**config.mk**
```make
export PLATFORM = sky130hd
export DESIGN_NAME = cordic_vectoring
export DESIGN_NICKNAME = d
export VERILOG_FILES = /design/src/rtl/cordic_vectoring.sv
export SDC_FILE = /design/constraint.sdc
export NUM_CORES = 1
export LEC_CHECK = 0
export ABC_AREA = 1
export BUFFER_PORTS_ARGS = -buffer_cell sky130_fd_sc_hd__buf_2
export CELL_PAD_IN_SITES_DETAIL_PLACEMENT = 0
export CELL_PAD_IN_SITES_GLOBAL_PLACEMENT = 2
export CORE_ASPECT_RATIO = 1.2
export CORE_MARGIN = 4
export CORE_UTILIZATION = 36
export DETAILED_ROUTE_END_ITERATION = 10
export GPL_TIMING_DRIVEN = 0
export PLACE_DENSITY = 0.85
export RECOVER_POWER = 100
export SLEW_MARGIN = 15
export SYNTH_ARGS = -nofsm -noshare
export SYNTH_HDL_FRONTEND = slang
export SYNTH_SLANG_ARGS = --single-unit
```
**constraint.sdc**
```tcl
create_clock -name clock -period 7.6 [get_ports clock]
set_input_delay 1.14 -clock clock [delete_from_list [all_inputs] [get_ports clock]]
set_output_delay 1.14 -clock clock [all_outputs]
set_load 0.01 [all_outputs]
```
**src/rtl/cordic_vectoring.sv**
```systemverilog
// cordic_vectoring: iterative circular CORDIC, vectoring mode.
// Returns magnitude and atan2(y, x), angle scale 90 deg = 2^DSIZE.
// Define CORDIC_GAIN_COMP_EN to add a GAIN state that scales the
// magnitude by 1/K (one extra cycle and one constant multiplier).
module cordic_vectoring #(
    parameter int DSIZE = 16,
    parameter int ITER  = 16
) (
    input  logic             clock,
    input  logic             rst,
    input  logic             in_valid,
    output logic             in_ready,
    input  logic [DSIZE-1:0] x_in,
    input  logic [DSIZE-1:0] y_in,
    output logic             out_valid,
    input  logic             out_ready,
    output logic [DSIZE+1:0] mag_out,
    output logic [DSIZE+1:0] ang_out
);

    localparam int W  = DSIZE + 2;
    localparam int CW = (ITER > 1) ? $clog2(ITER) : 1;
    localparam int SR = (DSIZE < 30) ? 30 - DSIZE : 0;
    localparam int SL = (DSIZE > 30) ? DSIZE - 30 : 0;

    localparam logic [1:0] S_IDLE = 2'd0;
    localparam logic [1:0] S_ITER = 2'd1;
`ifdef CORDIC_GAIN_COMP_EN
    localparam logic [1:0] S_GAIN = 2'd2;
`endif
    localparam logic [1:0] S_DONE = 2'd3;

    localparam logic [CW-1:0] LAST = CW'(ITER - 1);
    localparam logic [W-1:0]  Q90P = {2'b01, {DSIZE{1'b0}}};
    localparam logic [W-1:0]  Q90N = {2'b11, {DSIZE{1'b0}}};

    // atan(2^-i) with 360 deg = 2^32, i.e. 90 deg = 2^30.
    function automatic logic [31:0] atan_q30(input int i);
        logic [31:0] r;
        case (i)
            0:       r = 32'h2000_0000;
            1:       r = 32'h12E4_051E;
            2:       r = 32'h09FB_385B;
            3:       r = 32'h0511_11D4;
            4:       r = 32'h028B_0D43;
            5:       r = 32'h0145_D7E1;
            6:       r = 32'h00A2_F61E;
            7:       r = 32'h0051_7C55;
            8:       r = 32'h0028_BE53;
            9:       r = 32'h0014_5F2F;
            10:      r = 32'h000A_2F98;
            11:      r = 32'h0005_17CC;
            12:      r = 32'h0002_8BE6;
            13:      r = 32'h0001_45F3;
            14:      r = 32'h0000_A2FA;
            15:      r = 32'h0000_517D;
            16:      r = 32'h0000_28BE;
            17:      r = 32'h0000_145F;
            18:      r = 32'h0000_0A30;
            19:      r = 32'h0000_0518;
            20:      r = 32'h0000_028C;
            21:      r = 32'h0000_0146;
            22:      r = 32'h0000_00A3;
            23:      r = 32'h0000_0051;
            24:      r = 32'h0000_0029;
            25:      r = 32'h0000_0014;
            26:      r = 32'h0000_000A;
            27:      r = 32'h0000_0005;
            28:      r = 32'h0000_0003;
            29:      r = 32'h0000_0001;
            30:      r = 32'h0000_0001;
            default: r = 32'h0000_0000;
        endcase
        return r;
    endfunction

    // Rescale a 90 deg = 2^30 constant to 90 deg = 2^DSIZE, rounding.
    function automatic logic [63:0] scale_q30(input logic [63:0] v);
        logic [63:0] r;
        if (SR > 0)
            r = (v + (64'd1 << (SR - 1))) >> SR;
        else
            r = v << SL;
        return r;
    endfunction

    logic [W-1:0] atab [32];

    for (genvar k = 0; k < 32; k++) begin : g_atab
        assign atab[k] = W'(scale_q30(64'(atan_q30(k))));
    end

    logic [1:0]          state;
    logic [CW-1:0]       cnt;
    logic [4:0]          tidx;
    logic                zero;
    logic signed [W-1:0] x, y, z;
    logic signed [W-1:0] x_ext, y_ext;
    logic signed [W-1:0] x0, y0, z0;
    logic signed [W-1:0] x_sh, y_sh, a_cur;
    logic signed [W-1:0] x_nx, y_nx, z_nx;

    assign in_ready  = (state == S_IDLE) & ~rst;
    assign out_valid = (state == S_DONE);

    assign x_ext = {{2{x_in[DSIZE-1]}}, x_in};
    assign y_ext = {{2{y_in[DSIZE-1]}}, y_in};
    assign tidx  = 5'(cnt);

    // Fold the input pair into the right half-plane.
    always_comb begin
        x0 = x_ext;
        y0 = y_ext;
        z0 = '0;
        if (x_ext[W-1]) begin
            if (!y_ext[W-1]) begin
                x0 = y_ext;
                y0 = -x_ext;
                z0 = Q90P;
            end else begin
                x0 = -y_ext;
                y0 = x_ext;
                z0 = Q90N;
            end
        end
    end

    // One micro-rotation driving y towards zero.
    always_comb begin
        x_sh  = x >>> cnt;
        y_sh  = y >>> cnt;
        a_cur = $signed(atab[tidx]);
        if (!y[W-1]) begin
            x_nx = x + y_sh;
            y_nx = y - x_sh;
            z_nx = z + a_cur;
        end else begin
            x_nx = x - y_sh;
            y_nx = y + x_sh;
            z_nx = z - a_cur;
        end
    end

`ifdef CORDIC_GAIN_COMP_EN
    localparam int PW = W + DSIZE;
    localparam logic [DSIZE-1:0] KG =
        DSIZE'(scale_q30(64'd652032874));

    logic [W-1:0] mag_gain;

    assign mag_gain =
        W'((PW'($unsigned(x)) * PW'(KG)) >> DSIZE);
`endif

    // Control FSM, datapath registers and registered results.
    always_ff @(posedge clock) begin
        if (rst) begin
            state   <= S_IDLE;
            cnt     <= '0;
            zero    <= 1'b0;
            x       <= '0;
            y       <= '0;
            z       <= '0;
            mag_out <= '0;
            ang_out <= '0;
        end else begin
            unique case (state)
                S_IDLE: begin
                    if (in_valid) begin
                        x     <= x0;
                        y     <= y0;
                        z     <= z0;
                        zero  <= (x_in == '0) && (y_in == '0);
                        cnt   <= '0;
                        state <= S_ITER;
                    end
                end
                S_ITER: begin
                    x <= x_nx;
                    y <= y_nx;
                    z <= z_nx;
                    if (cnt == LAST) begin
                        cnt <= '0;
`ifdef CORDIC_GAIN_COMP_EN
                        state <= S_GAIN;
`else
                        state   <= S_DONE;
                        mag_out <= zero ? '0 : $unsigned(x_nx);
                        ang_out <= zero ? '0 : $unsigned(z_nx);
`endif
                    end else begin
                        cnt <= cnt + 1'b1;
                    end
                end
`ifdef CORDIC_GAIN_COMP_EN
                S_GAIN: begin
                    state   <= S_DONE;
                    mag_out <= zero ? '0 : mag_gain;
                    ang_out <= zero ? '0 : $unsigned(z);
                end
`endif
                S_DONE: begin
                    if (out_ready)
                        state <= S_IDLE;
                end
                default: begin
                    state <= S_IDLE;
                end
            endcase
        end
    end

endmodule

```
==> results of run 1 <==
## path summary, 6_finish.rpt
check                    end  slack (ns)
hold reg to reg   mag_out[5]        0.47
hold / removal    mag_out[5]        0.47
setup reg to reg       z[12]        2.15
setup / recovery       z[12]        2.15
## cell usage after synthesis, types with 2 or more instances
master,instances
a21oi_1,164
nor4_1,3
nor3_2,2
or2_2,16
clkbuf_1,44
o21a_1,3
and2_1,2
xor2_1,48
o221ai_1,9
buf_1,5
nand2_1,486
nor3_1,20
o21ai_1,7
ha_1,64
nand2_2,3
o211ai_1,24
clkinv_1,2
inv_2,3
a22o_1,2
xnor2_1,27
nand4_1,8
a31oi_1,10
fa_1,3
nor2_4,2
nand3_1,174
nor2_1,110
a21boi_0,2
o21ai_0,107
buf_2,17
dfxtp_1,97
buf_4,5
buf_6,3
a22oi_1,2
mux2i_1,2
nor2_2,5
o31ai_1,8
nand3b_1,4
o22ai_1,6
inv_1,138
## routing by layer
metal	up-vias	global-route usage [%]	share of wire, %
li1	5666	-	-
met1	5309	31.0	39
met2	333	51.1	50
met3	105	4.07	4.8
met4	2	14.9	6.0
met5	-	0	0.030
## worst min-delay path: stages (launching register included)
cell	delay, ns
dfxtp_1	0.31
nand2_1	0.06
a21oi_1	0.05
## power breakdown
part / switching, mW / internal, mW
clock: 0.248 / 0.236
sequential: 0.103 / 0.571
combinational: 1.36 / 0.704
## sequential cells by signal (all words and copies together), names as in the netlist
name     cells
zero         1
y           18
x           18
state        2
cnt          4
mag_out     18
z           18
ang_out     18
## final cells by class
cell class	count	share of cell area (%)
Sequential cell	97	17.9
Buffer	74	3.09
Multi-Input combinational cell	1333	64.5
Clock inverter	7	0.725
Clock buffer	9	2.07
Tap cell	340	3.91
Timing Repair Buffer	73	2.91
Inverter	143	4.94
## kinds of logic (layout without fill, tap and decap cells)
group,after synthesis,count (layout)
buffers and inverters,217,306
xor gates and xnor gates,75,75
DFF,97,97
and+or+nand+nor,836,836
AOI/OAI and AO/OA,352,352
muxes,3,3
adders and majority gates,67,67
==> results.md, run 1 <==
- Portion of the post-synthesis area used by sequential elements: 19.7%
- Main synth FF type: dfxtp_1
- Largest stage delay on the critical path: 0.62 ns
- I/O Pins: 74
- Leading cell type in the layout, fill and taps excluded: nand2_1
- Synthesized net count: 1750
- Crit path buf inv count: 4
- GPL Wtd Cong: 0.950
- Fraction of synthesized cell area taken by the top area cell type: 19.7%
- Chip width: 159 um
- Standby leakage power: 5.00 nW
- Via-per-instance ratio: 5.50
- Clock tree from TritonCTS: built
- Via count of the first global-routing pass: 11200
- Async set or reset register ratio after synthesis: 0%
- Share of the synthesized area in compound gates (AO/OA/AOI/OAI): 19.8%
- CTS hold repair buffers: 0
- Total negative slack: 0 ns
- Largest vdd supply drop: 0.000163 V
- Critical path depth in cells: 20
- Post-CTS Setup Bufs: 0
- Maximum level of the CTS H-tree: 3
- Power per cell area: 296 nW/um^2
- Maximum count of clock buffers along a single path: 2
- Share of the synthesized netlist area taken by xor and xnor gates: 6.68%
- Cell mode on critical path: nand3_1
- Cell depth of the worst hold path: 2
- Reg2reg path depth: 20
- Area growth, synth to finish: 10.5%
- Count of endpoints failing setup in the final report: 0
- Mux contribution to synthesized area: 0.318%
- Outcome: finished, final reports clean
- Final number of max-transition violations: 0
- HP Start: mag_out[5]
- Setup Skew: 0.0123 ns
- Commonest non-fill, non-tap cells in the layout: nand2_1 (486), nand3_1 (174), a21oi_1 (165)
- Initial antenna violation count: 2
- Std-Cell Core Area: 27000 um^2
- Largest family of logic cells by synthesized area: simple AND/OR/NAND/NOR gates
- Critical Path RT: 7.89 ns
- Detailed placer's ending HPWL: 34300 um
- Area of the die: 30000 um^2
- Count of antenna-violating nets left after detailed routing: 0
- Detailed router's first-iteration violation count: 817
- FILL cells: 3171
- Number of flops mapped to enable cells by yosys: 0
- Arr. time, crit path: 5.73 ns
- Final hold violation count: 0
- First-pass GRT wire length: 64500 um
- # DRC: 0
- Sequential cell area in the final layout: 1940 um^2
- Kind of start point of the critical path: register
- Utilization after layout: 40.3%
- Minimum clock period after layout: 5.45 ns
- Final cell count without fillers: 2076
- Net count reported at finish: 1834
- Synthesized cell area: 9830 um^2
- Root Buffer Master: clkbuf_16
- Port bufs: 73
- CP top delay family: buffers and inverters
- Peak clock frequency supported by timing: 184 MHz
- Synthesized area divided by synthesized cell count: 5.97 um^2
- Pre-antenna DRT Iters: 5
- TritonCTS Buffers: 9
- Total wire length: 42700 um
- Vias after detailed routing: 11400
- Initial core utilization: 36.4%
- Share of the clock period used by the worst path after layout: 71.7%
- Count of mapped cells out of synthesis: 1647
- Final global-route overflow total: 0
- Worst slack on hold paths: 0.466 ns
- Warnings from Yosys: 0
- Dpl cell area: 10600 um^2
- Max capacitance violation total: 0
- Cells along the critical path: inv_1 -> clkbuf_1 -> clkbuf_1 -> ha_1 -> o22ai_1 -> or2_2 -> ha_1 -> nand2_1 -> o21ai_0 -> fa_1 -> inv_1 -> nand3_1 -> nand3_1 -> nand3_1 -> and2_0 -> o21ai_0 -> a21oi_1 -> xnor2_1 -> nand2_1 -> a21oi_1
- Critical path's slowest cell: clkbuf_1
- Setup repair after global routing missed its margin: no
- Maximum fanout along the worst path: 13
- Tot GR Track Use: 27.8%
- Unique masters post-synth: 49
- Adder-Cell Fraction of Synth Area: 8.75%
- Post-layout power: 3.22 mW
- Post-cts sizing count: 0
- Die height: 189 um
- Final worst-path setup slack: 2.15 ns
- Kind of critical path: register to register
- Placed cell count: 2060
- Cell type contributing the most total cell area after synthesis: dfxtp_1
- CP Launch Point: cnt[1]
- Post-Synth Simple-Gate Area: 35.8%
- Relative slew slack: 38.2%
- Actual transition at the worst max-transition pin: 0.926 ns
- Beginning of the worst register-to-register path: cnt[1]
- Cells taking the most area after synthesis: dfxtp_1 (20%), nand2_1 (19%), nand3_1 (8.9%), a21oi_1 (8.3%), ha_1 (8.1%)
- Clock Pin Slew Worst Setup and Hold Paths: 0.08 ns
- Routed WL per cell: 20.6 um
- Final instance area: 10900 um^2
- Placement row count: 66
- Worst skew pair latency: 0.36 ns
- Combined area of the multi-input logic cells: 7010 um^2
- Class of the worst hold path: register to register
- Pre-CTS setup slack: 2.69 ns
- Antenna diode instance count: 0
- Register bit total from synthesis: 97
- Sinks on the clock net: 97
- Critical path endpoint category: register
- Largest net degree at the start of global routing: 21
- Layout cells sized above 1: 6.05%
Power figures use the tool's default switching activity.
==> run 2: changes to the inputs <==
- CORE_UTILIZATION: 36 -> 30
- PLACE_DENSITY: 0.85 -> 0.75
- clock period: 7.6 -> 4.59 ns (I/O delays scaled with it)
==> run 2 against run 1 <==
Wire length grew 3.2%. Global-route usage down 3.7 points. Flip-flop and latch count unchanged. Critical path depth unchanged. Fmax rose by 26%. Cell count increased by 3.3%. Worst hold slack hardly changed. Clock power up 63%. Design area up 2.1%. Clock skew rose by 0.0022 ns. Via count down 0.74%. Critical path type unchanged. Critical endpoint is now ang_out[15]. Largest cell class unchanged. Highest routed layer is now met4.
==> results.md, run 2 (synthesis gave the netlist of run 1 again) <==
- Outcome: finished, final reports clean
- CTS hold repair buffers: 0 (unchanged)
- Power per cell area: 492 nW/um^2 (+66%)
- Tot GR Track Use: 24.1% (-3.7 points)
- Detailed router's first-iteration violation count: 794 (-2.8%)
- Final instance area: 11100 um^2 (+2.1%)
- Internal power of the cells: 2.55 mW (+69%)
- Reg2reg path depth: 20 (unchanged)
- Antenna diode instance count: 0 (unchanged)
- Post-layout power: 5.46 mW (+70%)
- Maximum fanout along the worst path: 13 (unchanged)
- Via-per-instance ratio: 5.28 (-3.9%)
- Area growth, synth to finish: 12.8%
- Pre-antenna DRT Iters: 5 (unchanged)
- Kind of start point of the critical path: register
- Clk network pwr share: 14.4% (-0.7 points)
- Cell depth of the worst hold path: 2 (unchanged)
- Critical Path RT: 4.81 ns (-3.08 ns)
- Peak clock frequency supported by timing: 231 MHz (+26%)
- Max capacitance violation total: 0 (unchanged)
- Detailed placer's ending HPWL: 35500 um (+3.2%)
- Std-Cell Core Area: 32300 um^2 (+20%)
- Setup repair after global routing missed its margin: yes
- Area of the die: 35800 um^2 (+19%)
- Sw Ratio: 53.2% (+0.20 points)
- Final cell count without fillers: 2144 (+3.3%)
- Sinks on the clock net: 97 (unchanged)
- Vias after detailed routing: 11300 (-0.74%)
- Total negative slack: 0 ns (unchanged)
- Clock tree from TritonCTS: built
- Via count of the first global-routing pass: 11200 (-0.24%)
- Net count reported at finish: 1835 (+0.055%)
- Actual transition at the worst max-transition pin: 0.874 ns (-0.0521 ns)
- Arr. time, crit path: 4.54 ns (-1.19 ns)
- Routed WL per cell: 20.6 um (-0.11%)
- TritonCTS Buffers: 9 (unchanged)
- HP Start: mag_out[12]
- Final number of max-transition violations: 0 (unchanged)
- Switching pwr: 2.91 mW (+70%)
- Placement row count: 72 (+9.1%)
- Sequential share of power: 20.4% (-0.5 points)
- Relative slew slack: 41.5% (+3.3 points)
- Die height: 206 um (+9.1%)
- Root Buffer Master: clkbuf_16
- Minimum clock period after layout: 4.32 ns (-1.13 ns)
- Port bufs: 73 (unchanged)
- Layout cells sized above 1: 7.66% (+1.6 points)
- Final worst-path setup slack: 0.270 ns (-1.88 ns)
- Largest vdd supply drop: 0.000261 V (+61%)
- Count of antenna-violating nets left after detailed routing: 0 (unchanged)
- R2r setup slk: 0.27 ns (-1.88 ns)
- Leading cell type in the layout, fill and taps excluded: nand2_1
- Critical path endpoint category: register
- Kind of critical path: register to register
- Initial antenna violation count: 0 (-2)
- Commonest non-fill, non-tap cells in the layout: nand2_1 (486), nand3_1 (174), a21oi_1 (159)
- Beginning of the worst register-to-register path: cnt[1]
- Class of the worst hold path: register to register
- Standby leakage power: 5.05 nW (+0.97%)
- Final global-route overflow total: 0 (unchanged)
- GPL Wtd Cong: 0.962 (+1.3%)
- Maximum count of clock buffers along a single path: 2 (unchanged)
- Setup Skew: 0.0145 ns (+0.00219 ns)
- First-pass GRT wire length: 66400 um (+3.1%)
- Chip width: 173 um (+9.1%)
- Part of the total power dissipated in combinational logic: 65.1% (+1.1 points)
- Clock Pin Slew Worst Setup and Hold Paths: 0.08 ns (about the same)
- Count of endpoints failing setup in the final report: 0 (unchanged)
- Largest net degree at the start of global routing: 21 (unchanged)
- CP endpoint: ang_out[15]
- CP Launch Point: cnt[1]
- # DRC: 0 (unchanged)
- End of the worst register-to-register path: ang_out[15]
- Total wire length: 44100 um (+3.2%)
- Initial core utilization: 30.4% (-6.0 points)
- Share of the clock period used by the worst path after layout: 94.1% (+22 points)
- I/O Pins: 74 (unchanged)
- Maximum level of the CTS H-tree: 3 (unchanged)
- Worst skew pair latency: 0.37 ns (about the same)
- Pre-CTS setup slack: -0.261 ns (-2.95 ns)
- Placed cell count: 2127 (+3.3%)
- Dpl cell area: 10700 um^2 (+0.79%)
- Final hold violation count: 0 (unchanged)
==> run 2: per-layer routing <==
metal | share of wire, % | routed length, um | global-route usage [%]
met4 | 4.8 | 2120 | 10.8
met2 | 50 | 21900 | 44.6
met1 | 42 | 18300 | 28.3
met3 | 4.1 | 1800 | 2.29
met5 | 0 | 0 | 0
==> run 2: worst min-delay path by stage <==
stage,to,slack [ns]
5_1_grt,ang_out[5],0.48
3_3_place_gp,ang_out[6],0.45
6_report,mag_out[12],0.47
2_1_floorplan,z[2],0.45
4_1_cts,mag_out[14],0.46
3_5_place_dp,mag_out[14],0.45
==> run 2: power groups by stage <==
stage / Sequential (mW) / Combinational [mW] / Clock [mW]
final: 1.12 / 3.55 / 0.787
after global routing: 1.12 / 4.01 / 0.839
after global placement: 1.13 / 3.47 / 0
after detailed placement: 1.13 / 3.46 / 0
after CTS: 1.11 / 3.49 / 0.809
after floorplan: 1.03 / 2.49 / 0
==> run 2: through the flow <==
step / util [%] / hold WS (ns)
CTS: 34.1 / 0.465
detailed placement: 33.1 / 0.453
global route: 34.3 / 0.482
finish: 34.3 / 0.466
floorplan: - / 0.445
global placement: 33.1 / 0.451
==> run 2: layout make-up <==
type	count	area [um^2]
Clock inverter	7	78.8
Inverter	143	537
Multi-Input combinational cell	1333	7120
Tap cell	407	509
Buffer	74	354
Fill cell	3759	21200
Clock buffer	9	225
Sequential cell	97	1940
Timing Repair Buffer	74	325
==> run 2: critical path, cell delays in order (launching register included) <==
cell	delay (ns)
dfxtp_2	0.40
inv_1	0.08
buf_4	0.18
buf_4	0.21
ha_1	0.21
nand2_1	0.09
o22ai_1	0.08
or2_2	0.36
ha_1	0.21
nor2_1	0.18
xor2_2	0.29
ha_1	0.34
a21oi_1	0.22
o21ai_0	0.18
a21oi_2	0.24
o21ai_2	0.12
a21oi_2	0.22
o21ai_1	0.13
or2_2	0.31
nand3_1	0.08
a21oi_1	0.06
==> run 2: timing repair <==
action,CTS,global route
resized for setup,8,37
setup buffers,0,1
pin swaps,0,1
endpoints found under the setup margin,17,39
==> run 3: changes to the inputs <==
- RECOVER_POWER: 100 -> not set
- SLEW_MARGIN: 15 -> not set
- TNS_END_PERCENT: not set -> 30
==> run 3 against run 2 <==
Sequential power is essentially flat. Critical path depth is the same. Clock power is essentially flat. Count of clock-buffer cells in the layout is the same. Via count is essentially flat. Largest power group unchanged. First-iteration DRC count grew 0.38%. Power is essentially flat. Highest routed layer unchanged. Register-to-register slack is essentially flat.
==> results.md, run 3 (synthesis gave the netlist of run 1 again) <==
- Class of the worst hold path: register to register
- Kind of critical path: register to register
- Placed cell count: 2127 (unchanged)
- Tot GR Track Use: 24.1% (unchanged)
- Std-Cell Core Area: 32300 um^2 (unchanged)
- Via-per-instance ratio: 5.29 (about the same)
- Root Buffer Master: clkbuf_16
- Net count reported at finish: 1835 (unchanged)
- Total wire length: 44100 um (about the same)
- Area of the die: 35800 um^2 (unchanged)
- Final instance area: 11100 um^2 (+0.43%)
- Share of the clock period used by the worst path after layout: 94.2% (about the same)
- Actual transition at the worst max-transition pin: 0.864 ns (-0.0104 ns)
- Vias after detailed routing: 11300 (+0.053%)
- Detailed router's first-iteration violation count: 797 (+0.38%)
- Final global-route overflow total: 0 (unchanged)
- I/O Pins: 74 (unchanged)
- Antenna diode instance count: 0 (unchanged)
- Power per cell area: 490 nW/um^2 (-0.39%)
- Peak clock frequency supported by timing: 231 MHz (about the same)
- Pre-antenna DRT Iters: 6 (+1)
- Die height: 206 um (unchanged)
- Chip width: 173 um (unchanged)
- Total negative slack: 0 ns (unchanged)
- TritonCTS Buffers: 9 (unchanged)
- Via count of the first global-routing pass: 11200 (unchanged)
- Sinks on the clock net: 97 (unchanged)
- Largest vdd supply drop: 0.000260 V (-0.31%)
- Clock tree from TritonCTS: built
- Commonest non-fill, non-tap cells in the layout: nand2_1 (486), nand3_1 (174), a21oi_1 (159)
- Area growth, synth to finish: 13.3%
- Kind of start point of the critical path: register
- Maximum count of clock buffers along a single path: 2 (unchanged)
- Count of antenna-violating nets left after detailed routing: 0 (unchanged)
- # DRC: 0 (unchanged)
- Critical Path RT: 4.81 ns (about the same)
- Standby leakage power: 5.21 nW (+3.3%)
- Critical path endpoint category: register
- Detailed placer's ending HPWL: 35500 um (unchanged)
- Initial core utilization: 30.4% (unchanged)
- Outcome: finished, final reports clean
- First-pass GRT wire length: 66400 um (unchanged)
- Pre-CTS setup slack: -0.261 ns (unchanged)
- Count of endpoints failing setup in the final report: 0 (unchanged)
- Leading cell type in the layout, fill and taps excluded: nand2_1
- Placement row count: 72 (unchanged)
- Clock Pin Slew Worst Setup and Hold Paths: 0.08 ns (about the same)
- Final cell count without fillers: 2144 (unchanged)
- Arr. time, crit path: 4.55 ns (about the same)
- Initial antenna violation count: 0 (unchanged)
- Worst skew pair latency: 0.37 ns (about the same)
- GPL Wtd Cong: 0.962 (unchanged)
- Setup Skew: 0.0152 ns (+0.000671 ns)
- Maximum fanout along the worst path: 13 (unchanged)
- Final hold violation count: 0 (unchanged)
- Dpl cell area: 10700 um^2 (unchanged)
- Routed WL per cell: 20.6 um (about the same)
- Utilization after layout: 34.5% (+0.15 points)
- Setup repair after global routing missed its margin: yes
- Maximum level of the CTS H-tree: 3 (unchanged)
- Relative slew slack: 42.2% (+0.70 points)
- Port bufs: 73 (unchanged)
- Max capacitance violation total: 0 (unchanged)
- Final number of max-transition violations: 0 (unchanged)
- Minimum clock period after layout: 4.32 ns (+0.00340 ns)
- Layout cells sized above 1: 9.84% (+2.2 points)
- Final worst-path setup slack: 0.267 ns (-0.00340 ns)
- Largest net degree at the start of global routing: 21 (unchanged)
==> run 3: changes by cell type in the layout (fill, tap and decap cells not counted), sizes merged <==
cell / before / now
clkbuf: 93 / 55
buf: 64 / 102
==> run 3: path summary, 6_finish.rpt <==
check              startpoint           to  slack (ns)  cells after the start
setup / recovery       cnt[1]  ang_out[15]        0.27                     20
hold / removal    mag_out[14]  mag_out[14]        0.46                      2
hold reg to reg   mag_out[14]  mag_out[14]        0.46                      2
setup reg to reg       cnt[1]  ang_out[15]        0.27                     20
==> run 3: timing repair <==
| item | CTS | global route |
|---|---|---|
| resized for setup | 8 | 37 |
| buffers inserted | 0 | 1 |
| setup endpoints to repair | 17 | 39 |
| pin swaps | 0 | 1 |
| hold buffers | 0 | 0 |
==> run 3: worst max-delay path: stages (launching register included) <==
cell and delay (ns):
dfxtp_2 0.40, inv_1 0.08, buf_4 0.18, buf_4 0.21, ha_1 0.21, nand2_1 0.09
o22ai_1 0.08, or2_2 0.35, ha_1 0.21, nor2_1 0.18, xor2_2 0.29, ha_1 0.34
a21oi_1 0.22, o21ai_0 0.18, a21oi_2 0.24, o21ai_2 0.12, a21oi_2 0.22, o21ai_1 0.13
or2_2 0.31, nand3_1 0.08, a21oi_1 0.06
==> run 3: through the flow <==
| stage | hold slack [ns] | total power, mW |
|---|---|---|
| after floorplan | 0.445 | 3.52 |
| after global placement | 0.451 | 4.60 |
| after detailed placement | 0.453 | 4.59 |
| after CTS | 0.465 | 5.41 |
| after global routing | 0.481 | 5.97 |
| final | 0.463 | 5.46 |
==> run 3: where the power goes <==
part / leakage [nW] / switching, mW / internal, mW
logic: 4.27 / 2.33 / 1.22
registers: 0.793 / 0.170 / 0.945
clock network: 0.148 / 0.402 / 0.388
==> run 3: final cells by class <==
| class | instances | area, um^2 |
|---|---|---|
| Buffer | 74 | 354 |
| Clock buffer | 9 | 225 |
| Clock inverter | 7 | 78.8 |
| Fill cell | 3735 | 21200 |
| Inverter | 143 | 537 |
| Multi-Input combinational cell | 1333 | 7120 |
| Sequential cell | 97 | 1940 |
| Tap cell | 407 | 509 |
| Timing Repair Buffer | 74 | 373 |
==> run 3: routing by layer <==
layer	track usage [%]	share of wire [%]
met3	2.29	4.0
met4	10.8	4.9
met5	0	0
met2	44.6	50
met1	28.3	42
